**config.mk**
```make
export PLATFORM = sky130hd
export DESIGN_NAME = car_nav_ctrl
export DESIGN_NICKNAME = d
export VERILOG_FILES = /design/src/rtl/car_nav_ctrl.sv
export SDC_FILE = /design/constraint.sdc
export NUM_CORES = 1
export LEC_CHECK = 0
export BUFFER_PORTS_ARGS = -buffer_cell sky130_fd_sc_hd__clkbuf_2
export CORE_MARGIN = 5
export CORE_UTILIZATION = 55
export CTS_BUF_LIST = sky130_fd_sc_hd__clkbuf_16
export CTS_CLUSTER_SIZE = 12
export DETAILED_ROUTE_END_ITERATION = 8
export GPL_ROUTABILITY_DRIVEN = 0
export PLACE_DENSITY = 0.75
export RECOVER_POWER = 50
export SYNTH_ARGS = -nofsm -noshare
export SYNTH_HDL_FRONTEND = slang
export SYNTH_SLANG_ARGS = --single-unit
```
**constraint.sdc**
```tcl
create_clock -name clk -period 4.5 [get_ports clk]
set_input_delay 0.45 -clock clk [delete_from_list [all_inputs] [get_ports clk]]
set_output_delay 0.45 -clock clk [all_outputs]
set_load 0.05 [all_outputs]
```
**src/rtl/car_nav_ctrl.sv**
```systemverilog
// Manoeuvre sequencer: debounces the front/left/right obstacle sensors and runs a Moore FSM
// that issues one drive command at a time (forward, timed turn, timed reverse) or parks stuck.
module car_nav_ctrl #(
  parameter int unsigned DEBOUNCE    = 4,
  parameter int unsigned TURN_CYCLES = 8,
  parameter int unsigned BACK_CYCLES = 6,
  parameter int unsigned MAX_RETRY   = 3
) (
  input  logic       clk,
  input  logic       rst_n,
  input  logic       en,
  input  logic       front,
  input  logic       left,
  input  logic       right,
  output logic       go_front,
  output logic       go_left,
  output logic       go_right,
  output logic       go_back,
  output logic       stuck,
  output logic [2:0] state
);

  localparam int unsigned TmrMax = (TURN_CYCLES > BACK_CYCLES) ? TURN_CYCLES : BACK_CYCLES;
  localparam int unsigned DbW    = $clog2(DEBOUNCE + 1);
  localparam int unsigned TmrW   = $clog2(TmrMax + 1);
  localparam int unsigned RtW    = $clog2(MAX_RETRY + 1);

  typedef enum logic [2:0] {
    StIdle   = 3'd0,
    StDecide = 3'd1,
    StFwd    = 3'd2,
    StTurnL  = 3'd3,
    StTurnR  = 3'd4,
    StBack   = 3'd5,
    StStuck  = 3'd6
  } state_e;

  // Sensor bit order: 0 = front, 1 = left, 2 = right.
  logic [2:0]          raw;
  logic [2:0]          sync1_q, sync2_q, filt_q;
  logic [2:0][DbW-1:0] db_cnt_q;

  assign raw = {right, left, front};

  // Filters reset to "obstacle" so nothing moves until clean inputs have propagated.
  always_ff @(posedge clk or negedge rst_n) begin
    if (!rst_n) begin
      sync1_q  <= '1;
      sync2_q  <= '1;
      filt_q   <= '1;
      db_cnt_q <= '0;
    end else begin
      sync1_q <= raw;
      sync2_q <= sync1_q;
      for (int i = 0; i < 3; i++) begin
        if (sync2_q[i] == filt_q[i]) begin
          db_cnt_q[i] <= '0;
        end else if (db_cnt_q[i] == DbW'(DEBOUNCE - 1)) begin
          filt_q[i]   <= sync2_q[i];
          db_cnt_q[i] <= '0;
        end else begin
          db_cnt_q[i] <= db_cnt_q[i] + 1'b1;
        end
      end
    end
  end

  state_e            state_q, state_d;
  logic [TmrW-1:0]   timer_q, timer_d;
  logic [RtW-1:0]    retry_q, retry_d;

  always_comb begin
    state_d = state_q;
    timer_d = timer_q;
    retry_d = retry_q;
    if (!en) begin
      state_d = StIdle;
      timer_d = '0;
      retry_d = '0;
    end else begin
      case (state_q)
        StIdle:   state_d = StDecide;
        StDecide: begin
          if (!filt_q[0]) begin
            state_d = StFwd;
            retry_d = '0;
          end else if (!filt_q[1]) begin
            state_d = StTurnL;
            timer_d = TmrW'(TURN_CYCLES - 1);
          end else if (!filt_q[2]) begin
            state_d = StTurnR;
            timer_d = TmrW'(TURN_CYCLES - 1);
          end else if (retry_q < RtW'(MAX_RETRY)) begin
            state_d = StBack;
            timer_d = TmrW'(BACK_CYCLES - 1);
            retry_d = retry_q + 1'b1;
          end else begin
            state_d = StStuck;
          end
        end
        StFwd: begin
          if (filt_q[0]) state_d = StDecide;
        end
        StTurnL, StTurnR, StBack: begin
          // Timer holds at zero on exit rather than wrapping.
          if (timer_q == '0) state_d = StDecide;
          else               timer_d = timer_q - 1'b1;
        end
        StStuck:  state_d = StStuck;
        default:  state_d = StIdle;
      endcase
    end
  end

  // Outputs are registered from the next state so they always match the state register.
  always_ff @(posedge clk or negedge rst_n) begin
    if (!rst_n) begin
      state_q  <= StIdle;
      timer_q  <= '0;
      retry_q  <= '0;
      go_front <= 1'b0;
      go_left  <= 1'b0;
      go_right <= 1'b0;
      go_back  <= 1'b0;
      stuck    <= 1'b0;
    end else begin
      state_q  <= state_d;
      timer_q  <= timer_d;
      retry_q  <= retry_d;
      go_front <= (state_d == StFwd);
      go_left  <= (state_d == StTurnL);
      go_right <= (state_d == StTurnR);
      go_back  <= (state_d == StBack);
      stuck    <= (state_d == StStuck);
    end
  end

  assign state = state_q;

endmodule

```
Word-level counts from Yosys, hierarchy flattened:

Cells that the tools add are included.

* output and inout bits: 8
* bits of input ports: 6
* word-level logic and storage cells: 85
* bits in registers: 32

* $add $sub $neg: 5
* reductions and logical operators: 8
* $lt $le $gt $ge: 1
* bitwise operators: 3
* eq/ne operators: 25
* muxes and demuxes: 27

Operator list (count)
* $mux 3: 11
* $mux 4: 6
* $eq 3x2->1 const B: 7
* $eq 3x3->1 const B: 6
* $mux 2: 8
* $pmux 3 s5: 1
* $add 3x1->3 const B: 3
* $ne 3x2->1 const B: 3
* $pmux 4 s2: 1
* $reduce_and 4->1: 2
* $ne 3x3->1 const B: 2
* $reduce_and 2->1: 3
* $ne 5x5->1 const B: 1
* $logic_not 4->1: 1
* $sub 4x1->4 const B: 1
* $eq 1x1->1: 3
* $eq 3x1->1 const B: 1
* $logic_not 3->1: 1
* $ne 3x1->1 const B: 1
* $not 1->1: 3
* $reduce_or 3->1: 1
* $add 2x1->2 const B: 1
* $lt 2x2->1 const B: 1
* $ne 2x1->1 const B: 1

Depth between registers and ports, before layout:

* depth after elaboration: 8
* mapped depth: 6
* mapped depth without buffers: 6

Worst setup path before layout:

Ideal clock, no wire load.

* path type: register to register
* start point: register state_q[1] (netlist: state[1])
* end point: register go_front
* setup time: 0.095 ns
* path slack: 2.705 ns
* clock period less this slack: 1.795 ns
* path buffers: 1
* arrival: 1.700 ns
* required time: 4.405 ns
* cell stages (with the launch flop): 5
* cell sequence: dfrtp_1 > buf_2 > or3b_4 > o221a_4 > nor4b_2

* word-level cells in the longest chain between the ends: 5
* elaborated cells between the ends (all ways): 13
* those cells by class: eq/ne (7); mux (4); reduce/logical (2)

Ends and longest elaborated chain
* start: declaration: line 68 `state_e state_q, state_d;`
* start signal: assignment: line 118 `state_q <= StIdle;`
* start signal: assignment: line 127 `state_q <= state_d;`
* $eq 3x2->1 or $eq 3x3->1 (tied branches): line 81 `case (state_q)`
* $reduce_or 3->1: line 81
* $pmux 3 s5 (*): line 81
* $mux 3 (*): line 76 `if (!en) begin`
* $eq 3x2->1 (*): line 130 `go_front <= (state_d == StFwd);`
* end signal: assignment: line 130
* end: declaration: line 15 `output logic go_front,`

Mark *: on every way between the ends. The rest lies on a longest branch, timed or not.
A chain may end at the register's enable or synchronous reset.

Worst setup path after layout:

* start point: register timer_q[0]
* end point: register go_front

* word-level cells in the longest chain between the ends: 5

Ends and longest elaborated chain
* start: declaration: line 69 `logic [TmrW-1:0] timer_q, timer_d;`
* start signal: assignment: line 128 `timer_q <= timer_d;`
* $logic_not 4->1: line 106 `if (timer_q == '0) state_d = StDecide;`
* $mux 3: line 106
* $pmux 3 s5: line 81
* $mux 3: line 76
* $eq 3x2->1: line 130

No other way between the ends.

==> out/results.txt <==
worst-margin pin slew: 1.555 ns
max cap viols: 1
DPL Wire Length: 1742 µm
syn avg cell area: 11.95 µm²
clock skew: 0.004294 ns
fin nets: 152
CTS tree: yes
crit-path cells: inv_1, ha_1, or3b_4, a211oi_2, a21oi_1, nor4b_2
deepest clock path buffer count: 2
Final Slew Violations: 33
slowest CP cell: or3b_4
clock root buffer: clkbuf_16
Worst-Skew Late Latency: 0.27 ns
number of H-tree levels: 2
status: finished, violations left
share of the yosys chip area belonging to registers: 0.5436
final core occ: 0.6736
Final setup viols: 0
minimum clock period: 1.822 ns
hold buffer count at CTS: 0
Post-Synth Simple-Gate Area: 0.2429
clk sinks: 32
multiplexer share of the synthesized area: 0.04271
unrepaired setup endpoints after global routing: false
CP required: 4.67 ns
net count after synthesis: 136
CP max stage delay: 0.41 ns
via count: 1008
PortBufs: 13
Final period util: 0.4048
Hold EP: sync1_q[2]$_DFF_PN1_
post-route ant nets: 0
clock buffer count from CTS: 5
Warnings, synthesis: 0
die height: 62.12 µm
HP Class: primary input to flop
hold depth: 1
antenna violations before repair: 0
leakage power: 0.7715 nW
first-pass GRT wire length: 4547 µm
drt via density: 5.860
area of the mapped netlist: 0.001494 mm²
R2R Setup Slk: 2.68 ns
Power Density: 741.0 mW/mm²
setup TNS: 0 ns
Detailed Route Iter0 Violations: 58
count of final hold-check violations: 0
Core Area: 0.002545 mm²
WL final: 2465 µm
total global routing track utilization: 0.1487
PostCTS Resize Cnt: 0
worst-path fanout max: 6
layout cells sized above 1: 0.2746
post-synthesis compound-gate area fraction: 0.09129
fmax: 0.5489 GHz
Worst Path Arrival: 1.99 ns
adder-cell share of the synthesized area: 0.04188
r2r endpoint: go_front$_DFF_PN0_
Worst setup EP type: flop
DIE WIDTH: 62.12 µm
failing checks: max-capacitance violations, max-slew violations
Area Growth Syn to Fin: 14.74%
largest net degree at the start of global routing: 33
critical hold path startpoint: right
cells after synthesis: 125
crit start category: flop
site row count: 18
starting density of the core: 0.5870
ant diodes: 0
Peak VDD IR: 0.5473 mV
grt total ovfl: 0
main combinational cell family by area after synthesis: simple AND/OR/NAND/NOR gates
Min Hold Slack: 0.2555 ns
reg2reg start: timer_q[0]$_DFFE_PN0P_
Post-Synth XOR/XNOR Area: 0.01759
# DRC: 0
Clock Pin Slew Worst Setup and Hold Paths: 0.05 ns
number of global-route vias before repair: 1010
Worst slew margin: -0.03685
# IOs: 14
Post-CTS Setup Bufs: 0
R2R depth: 6
area of the die: 0.003858 mm²
synth unique cells: 39
crit path kind: flop to flop
Seq cells post-synth: 32
Wirelength per Cell: 14.33 µm
TritonRoute pass-1 iters: 4
==> state kept, by name, indices dropped and copies added, names as in the netlist <==
signal	cells
go_right	1
state	3
retry_q	2
filt_q	3
go_left	1
go_back	1
go_front	1
stuck	1
timer_q	4
sync2_q	3
db_cnt_q	9
sync1_q	3
==> where the power goes <==
group          switching, W  internal, W
clock network      0.000106     0.000198
logic              0.000289     0.000212
registers         0.0000887     0.000376
==> metal layers <==
metal / global-route usage / share of wire
met1: 0.1626 / 0.43
met2: 0.2358 / 0.50
met3: 0.06475 / 0.053
met4: 0.08943 / 0.025
met5: 0 / 0
==> placed cells by master, fill, tap and decap left out, types with 4 or more instances in the layout <==
master     netlist  final
nor3b_1          7      7
dfrtp_1         23     23
dfstp_2          9      9
clkbuf_16        0      5
inv_1            3      5
ha_1             5      5
nor4b_2          4      4
nor3_1           4      4
nand3_1          7      7
nor2b_1          8      8
nand2_1          9      9
clkbuf_2         0     12
==> metrics by stage <==
step           std cells  setup slack, ns  instance area (µm²)  total power (W)
5_1_grt              172            2.544                 1714         0.001361
6_report             172            2.678                 1714         0.001270
3_3_place_gp         164            2.758                 1578        0.0009497
3_5_place_dp         164            2.696                 1578        0.0009688
2_1_floorplan        125            2.705                 1494        0.0008672
4_1_cts              172            2.671                 1715         0.001280
==> cell type report <==
cell class	count	area (µm²)
Tap cell	30	37.54
Clock inverter	3	12.51
Multi-Input combinational cell	86	651.9
Sequential cell	32	812.0
Inverter	3	11.26
Timing Repair Buffer	13	63.81
Clock buffer	5	125.1
Fill cell	202	830.8
==> logic make-up (layout without fill, tap and decap cells) <==
| kind of cell | after synthesis | in the layout |
|---|---|---|
| xor gates and xnor gates | 3 | 3 |
| adders and majority gates | 5 | 5 |
| muxes | 6 | 6 |
| buffers and inverters | 7 | 24 |
| AOI/OAI and AO/OA | 17 | 17 |
| and+or+nand+nor | 55 | 55 |
| DFF | 32 | 32 |
==> worst max-delay path by stage <==
stage | start | endpoint | slack, ns | cells after the start
2_1_floorplan | state[1]$_DFF_PN0_ | go_front$_DFF_PN0_ | 2.71 | 4
3_3_place_gp | timer_q[0]$_DFFE_PN0P_ | go_left$_DFF_PN0_ | 2.76 | 5
3_5_place_dp | timer_q[0]$_DFFE_PN0P_ | go_front$_DFF_PN0_ | 2.70 | 6
4_1_cts | timer_q[0]$_DFFE_PN0P_ | go_front$_DFF_PN0_ | 2.67 | 6
5_1_grt | timer_q[0]$_DFFE_PN0P_ | go_left$_DFF_PN0_ | 2.54 | 5
6_report | timer_q[0]$_DFFE_PN0P_ | go_front$_DFF_PN0_ | 2.68 | 6
==> worst max-delay path: cells and delay by family, from the launching register on <==
| kind | cells | cell delay (ns) |
|---|---|---|
| AOI/OAI and AO/OA | 2 | 0.35 |
| adders and majority gates | 1 | 0.20 |
| DFF | 1 | 0.39 |
| and+or+nand+nor | 2 | 0.71 |
| buffers and inverters | 1 | 0.06 |
==> synthesized netlist by cell type (all sizes together) <==
cell	instances	area [µm²]
inv	3	11.26
nor2	3	11.26
nand4b	1	8.760
mux2	3	33.78
nand2	9	33.78
dfrtp	23	575.6
o211ai	1	7.510
and4b	1	10.01
a21oi	2	10.01
dfstp	9	236.5
a22oi	1	7.510
buf	3	15.01
xnor2	3	26.28
o221ai	1	8.760
o21ai	5	25.02
nand3	7	35.03
nand2b	3	18.77
a21boi	1	7.510
o32ai	1	8.760
a211oi	1	12.51
a221o	1	10.01
mux2i	3	30.03
nor3	4	20.02
o2111a	1	11.26
nor3b	7	52.55
o221a	1	20.02
or3b	2	22.52
and3b	1	8.760
nor4b	4	60.06
or3	1	6.260
nor2b	8	50.05
or2	2	12.52
clkbuf	1	3.750
a21o	1	7.510
and2	1	6.260
and3	1	6.260
ha	5	62.56
Note: power is estimated with default switching activity, not from simulation.
